`src/rtl/mem_wb_stage_pkg.sv`:
```
// mem_pkg: shared definitions for the MEM/WB stage slice.
//   sizeT  - memory access size encodings (byte/half/word/doubleword)
//   stateT - write-back FSM states (IDLE, DW_HI)
package mem_pkg;

    typedef enum logic [1:0] {
        SZ_BYTE  = 2'b00,
        SZ_HALF  = 2'b01,
        SZ_WORD  = 2'b10,
        SZ_DWORD = 2'b11
    } sizeT;

    // DW_HI means the upper word of a doubleword load is still owed to the
    // register file.
    typedef enum logic {
        IDLE  = 1'b0,
        DW_HI = 1'b1
    } stateT;

endpackage

```
`src/rtl/mem_wb_stage_if.sv`:
```
// mem_wb_stage_if: groups the memory-stage input bundle and the register-file
// write port of the MEM/WB stage.
//   master - memory stage / register file side (drives in_*, flush)
//   slave  - the MEM/WB stage (drives wb_*, stall_up, misaligned)
//
// Handshake: an instruction is transferred on a rising edge where in_valid=1
// and stall_up=0. While stall_up=1 the producer must hold every in_* signal
// unchanged; the stage ignores them on that edge and accepts them on the
// first edge after stall_up drops. flush squashes the stage on the edge it
// is sampled high, regardless of stall_up.
interface mem_wb_stage_if #(
    parameter int REG_AW = 4,
    parameter int DW     = 32
);
    logic              in_valid;
    logic [DW-1:0]     in_result;
    logic [DW-1:0]     in_data_hi;
    logic [1:0]        in_addr_lo;
    logic              in_is_load;
    logic [1:0]        in_size;
    logic              in_signed;
    logic [REG_AW-1:0] in_rd;
    logic              in_reg_write;
    logic              flush;
    logic              wb_en;
    logic [REG_AW-1:0] wb_rd;
    logic [DW-1:0]     wb_data;
    logic              stall_up;
    logic              misaligned;

    modport master (
        output in_valid, in_result, in_data_hi, in_addr_lo, in_is_load,
               in_size, in_signed, in_rd, in_reg_write, flush,
        input  wb_en, wb_rd, wb_data, stall_up, misaligned
    );

    modport slave (
        input  in_valid, in_result, in_data_hi, in_addr_lo, in_is_load,
               in_size, in_signed, in_rd, in_reg_write, flush,
        output wb_en, wb_rd, wb_data, stall_up, misaligned
    );
endinterface

```
`src/rtl/mem_wb_stage_load_align.sv`:
```
// load_align: combinational load-data alignment.
//   word       in  raw memory word
//   addrLo     in  address bits [1:0]
//   size       in  access size (mem_pkg::sizeT encoding)
//   isSigned   in  sign-extend byte/halfword results
//   aligned    out lane-selected, extended value
//   misaligned out access not naturally aligned for its size
module load_align
    import mem_pkg::*;
#(
    parameter int DW = 32
) (
    input  logic [DW-1:0] word,
    input  logic [1:0]    addrLo,
    input  logic [1:0]    size,
    input  logic          isSigned,
    output logic [DW-1:0] aligned,
    output logic          misaligned
);
    logic [7:0]  byteVal;
    logic [15:0] halfVal;

    // Little-endian lanes: addrLo=00 is bits 7:0. A halfword only looks at
    // addrLo[1]; an odd address is flagged but still read from that half.
    assign byteVal = word[{addrLo, 3'b000} +: 8];
    assign halfVal = word[{addrLo[1], 4'b0000} +: 16];

    always_comb begin
        aligned    = word;
        misaligned = 1'b0;
        case (size)
            SZ_BYTE: begin
                aligned = {{(DW-8){isSigned & byteVal[7]}}, byteVal};
            end
            SZ_HALF: begin
                aligned    = {{(DW-16){isSigned & halfVal[15]}}, halfVal};
                misaligned = addrLo[0];
            end
            default: begin
                aligned    = word;
                misaligned = (addrLo != 2'b00);
            end
        endcase
    end
endmodule

```
`src/rtl/mem_wb_stage.sv`:
```
// mem_wb_stage: MEM/WB pipeline register. Registers the memory-stage result,
// aligns/extends sub-word loads and drives the register-file write port.
// A doubleword load writes rd then rd+1 on two consecutive cycles, stalling
// upstream for the second one.
//   clk      in  clock, rising edge
//   reset_n  in  asynchronous active-low reset
//   bus      slave modport of mem_wb_stage_if (in_*, flush, wb_*, stall_up,
//            misaligned)
//   dbgState out current FSM state, for observation only
module mem_wb_stage
    import mem_pkg::*;
#(
    parameter int REG_AW = 4,
    parameter int DW     = 32
) (
    input  logic               clk,
    input  logic               reset_n,
    mem_wb_stage_if.slave      bus,
    output stateT              dbgState
);
    stateT             state;
    stateT             stateNext;
    logic              stallUp;

    logic [DW-1:0]     alignedData;
    logic              alignMis;
    logic [DW-1:0]     capData;
    logic              capMis;
    logic              startDw;

    logic              wbEn;
    logic [REG_AW-1:0] wbRd;
    logic [DW-1:0]     wbData;
    logic              misReg;
    logic [DW-1:0]     hiData;
    logic [REG_AW-1:0] hiRd;

    load_align #(.DW(DW)) uAlign (
        .word       (bus.in_result),
        .addrLo     (bus.in_addr_lo),
        .size       (bus.in_size),
        .isSigned   (bus.in_signed),
        .aligned    (alignedData),
        .misaligned (alignMis)
    );

    // Alignment applies to loads only; everything else passes straight through.
    assign capData = bus.in_is_load ? alignedData : bus.in_result;
    assign capMis  = bus.in_is_load & alignMis;

    // A doubleword that does not write the register file is just a
    // non-writing instruction and needs no second cycle.
    assign startDw = bus.in_valid & bus.in_is_load & bus.in_reg_write &
                     (bus.in_size == SZ_DWORD);

    // State register
    always_ff @(posedge clk or negedge reset_n) begin
        if (!reset_n) begin
            state <= IDLE;
        end else begin
            state <= stateNext;
        end
    end

    // Next-state logic
    always_comb begin
        stateNext = state;
        case (state)
            IDLE:    if (startDw) stateNext = DW_HI;
            DW_HI:   stateNext = IDLE;
            default: stateNext = IDLE;
        endcase
        if (bus.flush) stateNext = IDLE;
    end

    // Output logic: stall is a pure function of state so the producer sees it
    // for the whole cycle in which the hi word is being written.
    always_comb begin
        stallUp = 1'b0;
        if (state == DW_HI) stallUp = 1'b1;
    end

    // Write-back registers. Priority: reset, flush, pending hi word, new input.
    always_ff @(posedge clk or negedge reset_n) begin
        if (!reset_n) begin
            wbEn   <= 1'b0;
            wbRd   <= '0;
            wbData <= '0;
            misReg <= 1'b0;
            hiData <= '0;
            hiRd   <= '0;
        end else if (bus.flush) begin
            wbEn   <= 1'b0;
            misReg <= 1'b0;
        end else if (state == DW_HI) begin
            wbEn   <= 1'b1;
            wbRd   <= hiRd;
            wbData <= hiData;
            misReg <= 1'b0;
        end else if (bus.in_valid) begin
            wbEn   <= bus.in_reg_write;
            wbRd   <= bus.in_rd;
            wbData <= capData;
            misReg <= capMis;
            if (startDw) begin
                hiData <= bus.in_data_hi;
                // Register index wraps naturally at the field width (15 -> 0).
                hiRd   <= bus.in_rd + 1'b1;
            end
        end else begin
            // Bubble: index and data hold their last values.
            wbEn   <= 1'b0;
            misReg <= 1'b0;
        end
    end

    assign bus.wb_en      = wbEn;
    assign bus.wb_rd      = wbRd;
    assign bus.wb_data    = wbData;
    assign bus.misaligned = misReg;
    assign bus.stall_up   = stallUp;
    assign dbgState       = state;
endmodule

```
`src/flat_wrapper.sv`:
```
// flat-port wrapper written by rule: the top's interface ports become plain ports
module mem_wb_stage_flat import mem_pkg::*;
#(
    parameter int REG_AW = 4,
    parameter int DW     = 32
)
  (clk, reset_n, dbgState, bus_in_valid, bus_in_result, bus_in_data_hi, bus_in_addr_lo, bus_in_is_load, bus_in_size, bus_in_signed, bus_in_rd, bus_in_reg_write, bus_flush, bus_wb_en, bus_wb_rd, bus_wb_data, bus_stall_up, bus_misaligned);
  mem_wb_stage_if #(.REG_AW(REG_AW), .DW(DW)) bus_i ();
  input  logic clk;
  input  logic reset_n;
  output stateT dbgState;
  input wire logic [$bits(bus_i.in_valid)-1:0] bus_in_valid;
  input wire logic [$bits(bus_i.in_result)-1:0] bus_in_result;
  input wire logic [$bits(bus_i.in_data_hi)-1:0] bus_in_data_hi;
  input wire logic [$bits(bus_i.in_addr_lo)-1:0] bus_in_addr_lo;
  input wire logic [$bits(bus_i.in_is_load)-1:0] bus_in_is_load;
  input wire logic [$bits(bus_i.in_size)-1:0] bus_in_size;
  input wire logic [$bits(bus_i.in_signed)-1:0] bus_in_signed;
  input wire logic [$bits(bus_i.in_rd)-1:0] bus_in_rd;
  input wire logic [$bits(bus_i.in_reg_write)-1:0] bus_in_reg_write;
  input wire logic [$bits(bus_i.flush)-1:0] bus_flush;
  output wire logic [$bits(bus_i.wb_en)-1:0] bus_wb_en;
  output wire logic [$bits(bus_i.wb_rd)-1:0] bus_wb_rd;
  output wire logic [$bits(bus_i.wb_data)-1:0] bus_wb_data;
  output wire logic [$bits(bus_i.stall_up)-1:0] bus_stall_up;
  output wire logic [$bits(bus_i.misaligned)-1:0] bus_misaligned;
  assign bus_i.in_valid = bus_in_valid;
  assign bus_i.in_result = bus_in_result;
  assign bus_i.in_data_hi = bus_in_data_hi;
  assign bus_i.in_addr_lo = bus_in_addr_lo;
  assign bus_i.in_is_load = bus_in_is_load;
  assign bus_i.in_size = bus_in_size;
  assign bus_i.in_signed = bus_in_signed;
  assign bus_i.in_rd = bus_in_rd;
  assign bus_i.in_reg_write = bus_in_reg_write;
  assign bus_i.flush = bus_flush;
  assign bus_wb_en = bus_i.wb_en;
  assign bus_wb_rd = bus_i.wb_rd;
  assign bus_wb_data = bus_i.wb_data;
  assign bus_stall_up = bus_i.stall_up;
  assign bus_misaligned = bus_i.misaligned;
  mem_wb_stage #(.REG_AW(REG_AW), .DW(DW)) u_core (.clk(clk), .reset_n(reset_n), .bus(bus_i), .dbgState(dbgState));
endmodule
```
`config.mk`:
```
export PLATFORM = sky130hd
export DESIGN_NAME = mem_wb_stage_flat
export DESIGN_NICKNAME = d
export VERILOG_FILES = /design/src/rtl/mem_wb_stage_pkg.sv /design/src/rtl/mem_wb_stage_if.sv /design/src/rtl/mem_wb_stage_load_align.sv /design/src/rtl/mem_wb_stage.sv /design/src/flat_wrapper.sv
export SDC_FILE = /design/constraint.sdc
export NUM_CORES = 1
export LEC_CHECK = 0
export BUFFER_PORTS_ARGS = -buffer_cell sky130_fd_sc_hd__buf_2
export CAP_MARGIN = 20
export CORE_ASPECT_RATIO = 0.7
export CORE_UTILIZATION = 35
export CTS_CLUSTER_DIAMETER = 50
export DETAILED_ROUTE_END_ITERATION = 16
export SYNTH_ARGS = -nofsm -noshare
export SYNTH_HDL_FRONTEND = slang
export SYNTH_HIERARCHICAL = 1
export SYNTH_SLANG_ARGS = --single-unit
export TNS_END_PERCENT = 30
```
`constraint.sdc`:
```
create_clock -name clk -period 1.6 [get_ports clk]
set_clock_uncertainty 0.1 [all_clocks]
set_input_delay 0.16 -clock clk [delete_from_list [all_inputs] [get_ports clk]]
set_output_delay 0.16 -clock clk [all_outputs]
set_load 0.05 [all_outputs]
```
==> impl_metrics.toml, run 1 <==
[worst_setup_path]
slowest_delay_ps = 430
arrival_ps = 2030
path_buf_inv = 2
path_max_fanout = 12
cp_cell_sequence = "nor4bb_4, buf_4, and4_4, buf_12, mux2_4"
worstPathRequired_ps = 1720
cp-start-kind = "flop"
path_class = "reg -> reg"
path_delay_family = "simple AND/OR/NAND/NOR gates"
endpoint_kind = "flop"
slowest_stage = "dfrtp_2"

[floorplanning]
die-area_mm2 = 0.0130
die_x_um = 136
initial_utilization_pct = 36.7
pin_count = 119
die_y_um = 95.6
rows = 33
core_area_mm2 = 0.0119

[layout]
multi_input_area_mm2 = 0.00238
drive_above_1_share_pct = 43.2
areaGrowthSynthToFinish_pct = 39.1
final_common_cell = "buf_2"
final_net_count = 658
fillers = 1110
antenna_cells = 0
layout.cells.most_common_list = "buf_2, nand2_1, dfrtp_1"
ff_latch_area_mm2 = 0.00188

[yosys]
yosysTopAreaCellShare_pct = 42.9
avgSynthCellArea_um2 = 10.5
synth_top_family_by_area = "multiplexers"
synthXorXnorAreaFrac_pct = 0.400
ys_seq_elements = 75
yosys.area.top_type = "dfrtp_1"
synth_compound_area_share_pct = 12.6
yosysWarnings = 6
seq_area_frac_synth_pct = 42.9
synth-adder-area-share_pct = 0.286
synth-simple-area-share_pct = 10.5
syn_nets = 496
ys_types = 36
syn_area_mm2 = 0.00438
muxShareOfSynthArea_pct = 28.4
postSynthCellCount = 416
synthTopCellsByArea = "dfrtp_1, mux2_2, mux2i_1, mux2_4, nand2_1"

[timing]
tightest_slew_ps = 591
relSlewSlack_pct = 60.5
period_minus_slack_ps = 1910
min_period_over_period_pct = 119
setup_slack_ps = -309
hold_viol_final = 0
finalSetupViolations = 50
final_max_slew_viol_count = 0
rsz0062_at_grt = "true"
max_clock_freq_mhz = 524
setup_tns_ps = -10780

[power_and_ir_drop]
combPwrFrac_pct = 27.9
seqPwrFrac_pct = 37.6
ir_worst_vdd_mv = 0.520
p_leak_uw = 0.00283
total_power_uw = 6410
switching_power_uw = 2060
power_density_mw_per_mm2 = 1050
intPower_uw = 4340
p_sw_share_pct = 32.2
clkPwrFrac_pct = 34.5

[clock_tree]
clock_latency_ps = 340
cts_buffers = 9
cts_max_path_buffers = 2
clock_sinks = 75
htree_num_levels = 3
clock-root-buffer = "clkbuf_16"
tritoncts = "built"
clk_pin_slew_ps = 70

[min_path]
min_path_type = "in -> reg"

[run_status]
status = "finished, violations left"
failed_checks = "negative setup slack"

[global_route]
grt_antenna_before_repair = 0
overflow = 0
grt_usage_pct = 20.4
grt_pass1_vias = 3713
grt_first_pass_wirelength_um = 19800
grt_max_degree = 46

[route]
wire_per_inst_um = 17.2
ant_nets = 0
vias = 3697
drt_wl_total_um = 12700
drt-initial-drc-count = 206
first_pass_iters = 4
viasPerCell = 5.00
drc = 0

[placement]
portBuffers = 118
place_hpwl_um = 8960
routabilityCongestion = 0.862

[job]
max_cap_violations = 0
metal layers:
layer	GRT usage, %	up-vias	wire length, um
met5	0	-	0
met4	5.34	0	112
met3	4.41	11	715
met2	31.5	104	5650
met1	28.8	1795	6220
li1	-	1787	-
final cells by class:
type	count	area share [%]
clock buffers	9	3.70
clock inverters	7	1.66
multi-input cells	305	39.1
repair buffers	185	21.4
flip-flops and latches	75	30.8
well taps	157	3.23
inverters	2	0.123
path summary, 6_finish.rpt:
check                      slack (ps)  cells past startpoint                                  to                          startpoint
max                              -310                      5       u_core/hiData[25]$_DFFE_PN0P_           u_core/dbgState$_DFF_PN0_
min                                40                      3     u_core/bus.wb_rd[3]$_DFFE_PN0P_                        bus_in_rd[3]
max reg2reg                      -310                      5       u_core/hiData[25]$_DFFE_PN0P_           u_core/dbgState$_DFF_PN0_
min reg2reg                       380                      2  u_core/bus.wb_data[10]$_DFFE_PN0P_  u_core/bus.wb_data[10]$_DFFE_PN0P_
max in group asynchronous         700                      3           u_core/dbgState$_DFF_PN0_                             reset_n
min in group asynchronous         110                      2       u_core/hiData[10]$_DFFE_PN0P_                             reset_n
repair_timing:
action / 4_1_cts / 5_1_grt
gates resized for setup: 21 / 4
gates cloned: 1 / 1
pin swaps: 0 / 3
setup endpoints to repair: 74 / 74
hold buffers: 35 / 0
endpoints found under the hold margin: 109 / 0
buffers inserted: 1 / 0
logic make-up after synthesis:
kind of cell,Yosys count
flip-flops,75
adder cells (fa/ha/maj),1
buffers and inverters,36
AO/OA/AOI/OAI,89
multiplexers,108
AND/OR/NAND/NOR,105
XOR/XNOR,2
registers in the layout (all words and copies together), names as in the netlist:
name and count:
u_core/bus.wb_data 32, u_core/hiData 32, u_core/bus.wb_rd 4, u_core/hiRd 4
u_core/bus.misaligned 1, u_core/bus.wb_en 1, u_core/dbgState 1
power groups by stage:
| stage | sequential [uW] | clock (uW) | combinational [uW] |
|---|---|---|---|
| CTS | 2410 | 2270 | 1790 |
| finish | 2410 | 2210 | 1790 |
| global placement | 2420 | 0 | 1620 |
| global route | 2440 | 2340 | 1920 |
| floorplan | 2870 | 0 | 659 |
| detailed placement | 2440 | 0 | 1650 |
cell usage after synthesis, drive strengths merged:
master / count
a2bb2oi: 2
nand2: 75
o21ai: 41
buf: 18
a221o: 7
o21a: 1
mux2i: 40
nor4bb: 1
or4: 1
mux2: 68
nand3: 4
nor2: 7
and2: 2
clkbuf: 16
nor3: 1
o22a: 3
xnor2: 1
inv: 2
and4: 1
dfrtp: 75
and3: 1
ha: 1
nor2b: 4
a21oi: 31
o21bai: 2
a21o: 2
nand2b: 8
xor2: 1
through the flow:
stage	hold WS [ps]	setup WS [ps]	utilization [%]	instance area (um^2)	instances
floorplan	-236	-255	-	4380	416
global placement	-83.6	-327	44.1	5260	686
detailed placement	-82.3	-377	44.1	5260	686
finish	40.2	-309	51.0	6090	740
global route	75.9	-339	51.0	6090	740
CTS	29.7	-302	50.7	6050	739
tightest hold or removal path: cells and delay by family:
kind | cells | cell delay, ps
mux | 1 | 60
compound gates | 1 | 130
buf+inv | 1 | 100
No activity file was read; power rests on OpenSTA's default activity.
==> run 2, diff against run 1 <==
==> constraint.sdc (replaced) <==
create_clock -name clk -period 1.6 [get_ports clk]
set_clock_uncertainty 0.1 [all_clocks]
set_input_delay 0.08 -clock clk [delete_from_list [all_inputs] [get_ports clk]]
set_output_delay 0.08 -clock clk [all_outputs]
set_load 0.05 [all_outputs]
==> run 2 against run 1 <==
Effect of this change: the flow still finishes with violations (negative setup slack); via count shrank 1.1%; core utilization down 0.30 points; combinational power fell by 2%; total power is 1.0% lower; sequential power about the same; design area decreased by 0.60%; largest power group unchanged; highest routed layer unchanged.
==> impl_metrics.toml, run 2 (synthesis results as in run 1) <==
[timing]
hold_viol_final = 0
max_clock_freq_mhz = 534
relSlewSlack_pct = 61.4
final_max_slew_viol_count = 0
min_period_over_period_pct = 117
period_minus_slack_ps = 1870
rsz0062_at_grt = "true"
setup_slack_ps = -274
tightest_slew_ps = 578
finalSetupViolations = 41

[global_route]
grt_antenna_before_repair = 0
grt_first_pass_wirelength_um = 19400
grt_max_degree = 46
grt_usage_pct = 20.0
grt_pass1_vias = 3629
overflow = 0

[clock_tree]
clock-root-buffer = "clkbuf_16"
tritoncts = "built"
cts_buffers = 9
htree_num_levels = 3
clk_pin_slew_ps = 60
clock_sinks = 75
cts_max_path_buffers = 2
clock_latency_ps = 330

[power_and_ir_drop]
p_leak_uw = 0.00282
intPower_uw = 4350
combPwrFrac_pct = 27.7
clkPwrFrac_pct = 34.6
p_sw_share_pct = 31.4
seqPwrFrac_pct = 37.7
power_density_mw_per_mm2 = 1050
total_power_uw = 6340
ir_worst_vdd_mv = 0.530
switching_power_uw = 1990

[placement]
post_dp_cell_area_mm2 = 0.00527
routabilityCongestion = 0.859
portBuffers = 118
place_hpwl_um = 8910

[layout]
antenna_cells = 0
final_common_cell = "buf_2"
areaGrowthSynthToFinish_pct = 38.3
layout.cells.most_common_list = "buf_2, nand2_1, dfrtp_1"
final_net_count = 661
drive_above_1_share_pct = 42.0
stdcell_area_mm2 = 0.00605

[worst_setup_path]
endpoint_kind = "flop"
cp-start-kind = "flop"
worstPathRequired_ps = 1720
arrival_ps = 2000
path_max_fanout = 12
path_class = "reg -> reg"

[run_status]
failed_checks = "negative setup slack"
status = "finished, violations left"

[route]
vias = 3657
drc = 0
drt_wl_total_um = 12200
wire_per_inst_um = 16.5
first_pass_iters = 4
viasPerCell = 4.92
drt-initial-drc-count = 173
ant_nets = 0

[floorplanning]
pin_count = 119
rows = 33
core_area_mm2 = 0.0119
die-area_mm2 = 0.0130
initial_utilization_pct = 36.7
die_x_um = 136
die_y_um = 95.6

[min_path]
min_path_type = "in -> async"

[job]
max_cap_violations = 0
run 2: cell types whose count changed in the layout (fill, tap and decap cells not counted), moves of 3 or more:
cell and change:
mux2_1 +4, mux2_2 +6, mux2_4 -10, dlygate4sd3_1 +3
run 2: area by class of cell:
class / instances / area, um^2
timing repair buffer: 188 / 1320
clock inverter: 6 / 88.8
clock buffer: 10 / 239
fill: 1113 / 5880
multi-input combinational: 305 / 2330
tap: 157 / 196
sequential: 75 / 1880
inverter: 2 / 7.51
run 2: stage by stage:
stage	setup TNS (ps)	cells	setup slack, ps	hold WS [ps]	utilization, %
floorplan	-9210	416	-255	-316	-
global placement	-12970	687	-284	-123	44.1
detailed placement	-17090	687	-340	-122	44.1
CTS	-9490	743	-270	71.0	50.6
global route	-13820	743	-334	86.3	50.7
finish	-9330	743	-274	74.7	50.7
run 2: final timing paths:
check,from,end,slack (ps),depth (start not counted)
setup / recovery,u_core/dbgState$_DFF_PN0_,u_core/hiRd[1]$_DFFE_PN0P_,-270,5
hold / removal,reset_n,u_core/bus.wb_data[10]$_DFFE_PN0P_,70,2
setup reg to reg,u_core/dbgState$_DFF_PN0_,u_core/hiRd[1]$_DFFE_PN0P_,-270,5
hold reg to reg,u_core/bus.wb_data[6]$_DFFE_PN0P_,u_core/bus.wb_data[6]$_DFFE_PN0P_,370,2
max in group asynchronous,reset_n,u_core/bus.wb_data[1]$_DFFE_PN0P_,760,3
min in group clk,bus_in_addr_lo[0],u_core/bus.misaligned$_DFF_PN0_,90,4
run 2: what timing repair did:
| item | CTS | global route |
|---|---|---|
| hold buffers | 38 | 0 |
| cloned | 1 | 0 |
| gates resized for setup | 8 | 4 |
| setup buffers | 1 | 0 |
| endpoints found under the hold margin | 114 | 0 |
| setup endpoints to repair | 75 | 71 |
run 2: per-layer routing:
metal	share of wire (%)	global-route usage (%)
met5	0	0
met4	0.87	4.21
met3	5.5	4.57
met2	43	30.1
met1	51	29.1
run 2: critical path: stages (launching register included):
cell      delay [ps]
dfrtp_2          410
nor4bb_2         270
buf_4            160
and4_4           300
buf_12           170
mux2_2           340
run 2: power groups by stage:
stage	combinational, uW	clock, uW	sequential (uW)
after detailed placement	1660	0	2420
final	1750	2190	2390
after global routing	1880	2320	2430
after CTS	1750	2260	2390
after global placement	1630	0	2410
after floorplan	659	0	2870
